===== src/rtl/sram_mem_ctrl.sv =====
// sram_mem_ctrl: splits each 32-bit MEM-stage load/store into two 16-bit
// accesses on an asynchronous SRAM and holds ready low until the word completes.
// Optional feature macro: SRAM_CTRL_RANGE_CHECK_EN (alignment/range rejection, err pulse).
module sram_mem_ctrl #(
    parameter int unsigned ADDR_W        = 18,
    parameter int unsigned ACCESS_CYCLES = 2,
    parameter int unsigned BASE_ADDR     = 1024
) (
    input  logic              clk,
    input  logic              rst,
    input  logic              read_en,
    input  logic              write_en,
    input  logic [31:0]       address,
    input  logic [31:0]       write_data,
    output logic [31:0]       read_data,
    output logic              ready,
    output logic              err,
    output logic [ADDR_W-1:0] sram_addr,
    output logic [15:0]       sram_dq_out,
    input  logic [15:0]       sram_dq_in,
    output logic              sram_dq_oe,
    output logic              sram_we_n,
    output logic              sram_oe_n
);

    localparam int unsigned CNT_W = 4;
    localparam int unsigned WRD_W = ADDR_W - 1;
    localparam logic [CNT_W-1:0] CNT_RELOAD = CNT_W'(ACCESS_CYCLES - 1);

    typedef enum logic [1:0] {IDLE, LO, HI, DONE} state_t;

    state_t             state_q, state_d;
    logic [CNT_W-1:0]   cnt_q, cnt_d;
    logic [WRD_W-1:0]   wrd_q, wrd_d;
    logic               wr_q, wr_d;
    logic [31:0]        wdata_q, wdata_d;
    logic [31:0]        rdata_q, rdata_d;
    logic [ADDR_W-1:0]  addr_q, addr_d;
    logic [15:0]        dqo_q, dqo_d;
    logic               dq_oe_q, dq_oe_d;
    logic               we_n_q, we_n_d;
    logic               oe_n_q, oe_n_d;
    logic               req;
    logic               bad;
    logic [31:0]        offs;
    logic [WRD_W-1:0]   wrd_in;

    assign req    = read_en | write_en;
    assign offs   = address - 32'(BASE_ADDR);
    assign wrd_in = WRD_W'(offs >> 2);
    assign ready  = ~req | (state_q == DONE);

`ifdef SRAM_CTRL_RANGE_CHECK_EN
    localparam logic [32:0] LIMIT = 33'(BASE_ADDR) + (33'(1) << (ADDR_W + 1));
    logic err_q, err_d;

    assign bad = (address[1:0] != 2'b00) || (address < 32'(BASE_ADDR)) ||
                 ({1'b0, address} >= LIMIT);

    // Rejected requests pulse err in the DONE cycle that follows.
    always_comb begin
        err_d = (state_q == IDLE) && req && bad;
    end

    // Error pulse register.
    always_ff @(posedge clk or posedge rst) begin
        if (rst) err_q <= 1'b0;
        else     err_q <= err_d;
    end

    assign err = err_q;
`else
    assign bad = 1'b0;
    assign err = 1'b0;
`endif

    // State and counter register.
    always_ff @(posedge clk or posedge rst) begin
        if (rst) begin
            state_q <= IDLE;
            cnt_q   <= '0;
            wrd_q   <= '0;
            wr_q    <= 1'b0;
            wdata_q <= '0;
        end else begin
            state_q <= state_d;
            cnt_q   <= cnt_d;
            wrd_q   <= wrd_d;
            wr_q    <= wr_d;
            wdata_q <= wdata_d;
        end
    end

    // Next-state logic: IDLE -> LO -> HI -> DONE -> IDLE, each phase ACCESS_CYCLES long.
    always_comb begin
        state_d = state_q;
        cnt_d   = cnt_q;
        wrd_d   = wrd_q;
        wr_d    = wr_q;
        wdata_d = wdata_q;
        case (state_q)
            IDLE: begin
                if (req) begin
                    if (bad) begin
                        state_d = DONE;
                    end else begin
                        state_d = LO;
                        cnt_d   = CNT_RELOAD;
                        wrd_d   = wrd_in;
                        wr_d    = write_en;
                        wdata_d = write_data;
                    end
                end
            end
            LO: begin
                if (cnt_q == '0) begin
                    state_d = HI;
                    cnt_d   = CNT_RELOAD;
                end else begin
                    cnt_d = cnt_q - CNT_W'(1);
                end
            end
            HI: begin
                if (cnt_q == '0) state_d = DONE;
                else             cnt_d   = cnt_q - CNT_W'(1);
            end
            default: state_d = IDLE;
        endcase
    end

    // Output logic: strobes are computed from the upcoming state so the
    // registered pins line up with the phase they belong to.
    always_comb begin
        addr_d  = addr_q;
        dqo_d   = dqo_q;
        dq_oe_d = 1'b0;
        we_n_d  = 1'b1;
        oe_n_d  = 1'b1;
        rdata_d = rdata_q;
        if (state_d == LO || state_d == HI) begin
            addr_d = {wrd_d, state_d == HI};
            if (wr_d) begin
                dq_oe_d = 1'b1;
                dqo_d   = (state_d == HI) ? wdata_d[31:16] : wdata_d[15:0];
                we_n_d  = (cnt_d == '0);
            end else begin
                oe_n_d = 1'b0;
            end
        end
        if ((state_q == LO || state_q == HI) && !wr_q && cnt_q == '0) begin
            if (state_q == HI) rdata_d[31:16] = sram_dq_in;
            else               rdata_d[15:0]  = sram_dq_in;
        end
    end

    // Registered SRAM pins and load data.
    always_ff @(posedge clk or posedge rst) begin
        if (rst) begin
            addr_q  <= '0;
            dqo_q   <= '0;
            dq_oe_q <= 1'b0;
            we_n_q  <= 1'b1;
            oe_n_q  <= 1'b1;
            rdata_q <= '0;
        end else begin
            addr_q  <= addr_d;
            dqo_q   <= dqo_d;
            dq_oe_q <= dq_oe_d;
            we_n_q  <= we_n_d;
            oe_n_q  <= oe_n_d;
            rdata_q <= rdata_d;
        end
    end

    assign sram_addr   = addr_q;
    assign sram_dq_out = dqo_q;
    assign sram_dq_oe  = dq_oe_q;
    assign sram_we_n   = we_n_q;
    assign sram_oe_n   = oe_n_q;
    assign read_data   = rdata_q;

endmodule


===== config.mk =====
export PLATFORM = sky130hd
export DESIGN_NAME = sram_mem_ctrl
export DESIGN_NICKNAME = d
export VERILOG_FILES = /design/src/rtl/sram_mem_ctrl.sv
export SDC_FILE = /design/constraint.sdc
export NUM_CORES = 1
export LEC_CHECK = 0
export ABC_CLOCK_PERIOD_IN_PS = 5970
export CAP_MARGIN = 10
export CORE_MARGIN = 1.5
export CORE_UTILIZATION = 47
export DETAILED_ROUTE_END_ITERATION = 8
export PLACE_DENSITY = 0.88
export SETUP_SLACK_MARGIN = 0.3
export SYNTH_ARGS = -nofsm -noshare
export SYNTH_HDL_FRONTEND = slang
export SYNTH_SLANG_ARGS = --single-unit

===== constraint.sdc =====
create_clock -name clk -period 5.97 [get_ports clk]
set_clock_uncertainty 0.1 [all_clocks]
set_input_delay 1.194 -clock clk [delete_from_list [all_inputs] [get_ports clk]]
set_output_delay 1.194 -clock clk [all_outputs]
set_load 0.02 [all_outputs]

### Yosys cells after proc, flatten, opt, wreduce, memory -nomap -nowiden

Index checks and enable logic that the tools add are counted.

* $add $sub $neg: 2
* equal/unequal tests: 5
* mux-type cells: 20
* bitwise operators: 4
* reduce and logical (&&, ||, !) cells: 11

Operators with widths (count)
* 32-bit 2-to-1 mux: 2
* 17-bit 2-to-1 mux: 2
* 19-bit by 11-bit subtractor with 19-bit output, second input constant: 1
* 16-bit 2-to-1 mux: 1
* 4-bit 2-to-1 mux: 3
* 4-bit one-hot mux with 3 select lines: 1
* 4-bit logical NOT: 2
* 1-bit 2-to-1 mux: 7
* 2-bit == test, second input constant: 3
* 2-bit 2-to-1 mux: 3
* 2-bit one-hot mux with 3 select lines: 1
* 2-bit AND reduction: 3
* 2-bit by 1-bit == test with 1-bit output, second input constant: 2
* 4-bit by 1-bit subtractor with 4-bit output, second input constant: 1
* 1-bit logical AND: 2
* 2-bit logical NOT: 1
* 1-bit logical OR: 2
* 1-bit inverter: 2
* 1-bit bitwise OR: 2
* 1-bit logical NOT: 1

* register bits: 125
* bits of input ports: 84
* output and inout port bits: 71
* word-level logic and storage cells: 54

### Logic depth before layout (Yosys ltp)

* depth after elaboration: 6
* mapped depth: 12
* depth with buffers taken out: 11

### Worst setup path after synthesis

No wires, ideal clock.

* kind: in2reg
* start: input port read_en
* end: register dqo_q[0], in the netlist sram_dq_out[0]
* library setup time: 0.125 ns
* arrival: 3.290 ns
* data required time: 5.745 ns
* path slack: 2.456 ns
* cell stages on the path: 8
* path buffers: 3
* path through: o21ai_0 > clkbuf_1 > a31o_2 > ha_1 > clkbuf_1 > buf_1 > mux2_2 > mux2_2

* longest elaborated chain between the ends: 6
* elaborated cells between the ends (all ways): 12
* classes of those cells: eq/ne (2); mux (7); bitwise (1); reduce/logical (2)

Ends and longest elaborated chain
* start, declared: line 11 `input logic read_en,`
* 1-bit bitwise OR (*): line 48 `assign req = read_en | write_en;`
* 2-bit 2-to-1 mux: line 103 `if (req) begin`
* 2-bit one-hot mux with 3 select lines: line 101 `case (state_q)`
* 2-bit by 1-bit == test with 1-bit output / 2-bit == test (equally long branches): line 140, 144
* 1-bit logical OR: line 140 `if (state_d == LO || state_d == HI) begin`
* 2-bit AND reduction (no line)
* end signal, assigned: line 167 `dqo_q <= dqo_d;`
* end, declared: line 39 `logic [15:0] dqo_q, dqo_d;`

Every way passes the cells marked *; elsewhere a longest branch is shown, timed or not.
A chain may end at the register's enable or synchronous reset.

### Worst setup path after layout

* start: input port read_en
* end: register dqo_q[3], in the netlist sram_dq_out[3]

* longest elaborated chain between the ends: 6
* elaborated cells between the ends (all ways): 12
* classes of those cells: eq/ne (2); mux (7); bitwise (1); reduce/logical (2)

Ends and longest elaborated chain
* 1-bit bitwise OR (*): line 48
* 2-bit 2-to-1 mux (*): line 103
* 2-bit one-hot mux with 3 select lines (*): line 101
* via state_d[1]: line 32 `state_t state_q, state_d;`
* 2-bit by 1-bit == test with 1-bit output / 2-bit == test (equally long branches): line 140, 144
* 1-bit logical OR: line 140
* 2-bit AND reduction (no line)

Mark *: on every way through the listed nets, which the timed path passes. The rest lies on a longest branch.

==> impl_metrics.yaml <==
status:
  outcome: "finished, final reports clean"
finish:
  num_antenna_cells: 0
  fraction_of_final_layout_cells_with_drive_strength_greater_than_1_pct: 29.21
  synth_to_final_area_change_pct: 38.36
  finalNetCount: 615
timing:
  hold_viol: 0
  max_clock_freq_mhz: 238.9
  setup-tns-final_ns: 0
  fin_worst_hold_slack_ns: 0.3660
  worst_slew_margin_rel_pct: 22.31
  timing.final.ws_setup_ns: 1.784
  final-max-slew-violation-count: 0
  final_period_minus_worst_setup_slack_ns: 4.186
  slew_at_the_pin_closest_to_its_max_slew_limit_ns: 1.165
  final.period_utilization_pct: 70.12
  grt_setup_unrepaired: "false"
  setup_viol: 0
power_and_ir_drop:
  design_power_total_mw: 4.709
  power_density_of_the_placed_cells_mw_per_mm2: 640.4
  leakage_nw: 3.211
  worst_vdd_rail_ir_drop_uv: 356.2
synthesis:
  ys_top_cells_by_count: "123 x sky130_fd_sc_hd__dfrtp_1, 101 x sky130_fd_sc_hd__mux2_2, 33 x sky130_fd_sc_hd__nand2_1, 13 x sky130_fd_sc_hd__o21ai_0"
  ys_top_cells_by_area: "sky130_fd_sc_hd__dfrtp_1 58%, sky130_fd_sc_hd__mux2_2 21%, sky130_fd_sc_hd__mux2_4 2.8%"
  synthCells: 383
  synth_most_common_cell: "sky130_fd_sc_hd__dfrtp_1"
  yosys.area.top_type: "sky130_fd_sc_hd__dfrtp_1"
  avgSynthCellArea_um2: 13.87
  proportion_of_netlist_area_held_by_the_largest_area_contributor_pct: 57.92
  synth.yosys.seq_area_share_pct: 58.91
  ys_ff_latch: 125
  ys_async_sr_fraction_pct: 100.0
  yosys_warnings: 0
  post_synth_instance_area_mm2: 0.005314
  ys_dominant_reg_cell: "sky130_fd_sc_hd__dfrtp_1"
  synth_cell_types: 45
  synth.net_count: 477
  synth_enable_flop_cells: 0
clock_tree:
  clock_path_buffers: 2
  quantity_of_gates_resized_following_cts: 0
  tritoncts: "built"
  cts_setup_buffers: 0
  ctsHoldBuffers: 0
  ctsHtreeMaxLevel: 4
  insertion_delay_ns: 0.41
  cts-buffers-inserted: 17
  cts_root_buffer: "sky130_fd_sc_hd__clkbuf_16"
  path_clk_slew_ns: 0.05
  clock_sinks: 125
routing:
  vias_per_cell: 5.206
  drc: 0
  final_antenna_net_count: 0
  1st_iter_drt_viols: 135
  detail_route.wirelength_um: 11710
  vias: 3509
  iteration_count_of_the_initial_detailed_routing_pass: 4
  route.detailed.wl_per_inst_um: 17.38
floorplan:
  die-height_um: 109.3
  dieArea_mm2: 0.01195
  number_of_rows_created_at_floorplan: 38
  initial_core_util_pct: 48.59
  placeableCoreArea_mm2: 0.01094
  die_width_um: 109.3
  io-pin-count: 155
critical_path:
  critical_path_cell_count: 8
  rrSetupSlack_ns: 2.19
  worst_setup_path_end_kind: "flop"
  kind_of_start_point_of_the_critical_path: "primary input"
  cp.buffers_inverters: 1
  rr_worst_depth: 10
  worstReg2RegStart: "cnt_q[0]$_DFF_PP0_"
  crit_path_top_delay_cell: "sky130_fd_sc_hd__nor2b_2"
  arrival_ns: 4.38
  worstReg2RegEnd: "sram_dq_out[3]$_DFFE_PP0P_"
  critical_path.top_delay_family: "simple AND/OR/NAND/NOR gates"
  criticalPathCategory: "primary input to flop"
  cp_cell_sequence: "clkdlybuf4s50_1 -> nor2_1 -> and3_1 -> o22ai_1 -> a21oi_1 -> ha_1 -> nor2b_2 -> mux2_2"
  worstPathMaxFanout: 24
  timing.critical_path.required_ns: 6.16
  cp_slowest_stage_delay_ns: 0.96
grt:
  initial_antenna_violation_count: 0
  grt_start_max_net_pins: 88
  groute.usage.overall_pct: 20.39
  number_of_global_route_vias_before_repair: 3736
  first_pass_grt_wire_length_um: 18240
  grt_overflow: 0
place:
  gp_routability_congestion: 0.8530
  place_hpwl_um: 7706
  pre_cts_ws_ns: 1.333
  io_buffers: 138
job:
  maxCapViolCount: 0
worst_hold_path:
  hold_path_depth: 2
  timing.hold.worst_endpoint: "wrd_q[2]$_DFF_PP0_"
  min_from: "wrd_q[2]$_DFF_PP0_"
  hold_path.class: "flop to flop"
power breakdown:
part | internal, mW | switching (mW) | leakage, nW | total, mW
registers | 1.28 | 0.187 | 1.51 | 1.46
logic | 1.19 | 1.05 | 1.41 | 2.24
clock network | 0.656 | 0.352 | 0.287 | 1.01
total | 3.12 | 1.59 | 3.21 | 4.71
how the worst max path moves through the flow:
stage | startpoint | endpoint | slack, ns
final | read_en | sram_dq_out[3]$_DFFE_PP0P_ | 1.78
after detailed placement | read_en | sram_dq_out[1]$_DFFE_PP0P_ | 1.33
after global routing | write_en | sram_dq_out[1]$_DFFE_PP0P_ | 1.54
after floorplan | rst | cnt_q[0]$_DFF_PP0_ | 1.35
after CTS | write_en | sram_dq_out[1]$_DFFE_PP0P_ | 1.74
after global placement | read_en | sram_dq_out[3]$_DFFE_PP0P_ | 1.43
per-layer routing:
| metal | GRT usage, % | wire length (um) |
|---|---|---|
| met3 | 5.335 | 677 |
| met1 | 22.62 | 4722 |
| met2 | 35.58 | 5991 |
| met4 | 11.13 | 321 |
| met5 | 0 | 0 |
area by class of cell:
cell class / count / area, um2
Sequential cell: 125 / 3131
Timing Repair Buffer: 140 / 1396
Tap cell: 140 / 175.2
Fill cell: 777 / 3583
Clock buffer: 25 / 495.5
Clock inverter: 7 / 87.58
Inverter: 11 / 43.79
Multi-Input combinational cell: 226 / 2023
per-stage QoR:
step | util, % | instance area, um2 | cells
after floorplan | - | 5314 | 383
after CTS | 67.23 | 7352 | 674
after global placement | 61.90 | 6769 | 642
after global routing | 67.23 | 7352 | 674
after detailed placement | 61.90 | 6769 | 642
final | 67.23 | 7352 | 674
cell usage in the layout (no fill, tap or decap), types with 4 or more instances in the layout:
cell / count
sky130_fd_sc_hd__o21ai_0: 12
sky130_fd_sc_hd__clkbuf_8: 4
sky130_fd_sc_hd__mux2_2: 101
sky130_fd_sc_hd__ha_1: 10
sky130_fd_sc_hd__inv_1: 9
sky130_fd_sc_hd__mux2_4: 10
sky130_fd_sc_hd__nand2_1: 33
sky130_fd_sc_hd__dfrtp_1: 123
sky130_fd_sc_hd__clkbuf_16: 17
sky130_fd_sc_hd__a21oi_1: 5
sky130_fd_sc_hd__clkinv_2: 4
sky130_fd_sc_hd__nor3_1: 4
sky130_fd_sc_hd__nor3b_1: 6
sky130_fd_sc_hd__xnor2_1: 4
sky130_fd_sc_hd__nor2_1: 7
sky130_fd_sc_hd__clkdlybuf4s50_1: 138
sky130_fd_sc_hd__clkbuf_1: 4
registers in the layout, indices dropped and copies added (netlist names):
register     cells
read_data       32
wdata_q         32
sram_addr       18
wrd_q           17
sram_dq_out     16
cnt_q            4
state_q          2
sram_dq_oe       1
sram_oe_n        1
sram_we_n        1
wr_q             1
tightest hold or removal path, cell delays in order, from the launching register on:
cell                      delay, ns
sky130_fd_sc_hd__dfrtp_1       0.31
sky130_fd_sc_hd__nand2_1       0.05
sky130_fd_sc_hd__nand2_1       0.07
cells by family after synthesis:
logic type	count (synthesis)	synth area share, %
AOI/OAI and AO/OA	35	4.168
xor gates and xnor gates	5	0.8241
other	1	0.07057
DFF	125	58.91
and+or+nand+nor	64	6.358
buffers and inverters	32	3.084
adders and majority gates	10	2.355
muxes	111	24.23
Power figures use the tool's default switching activity.
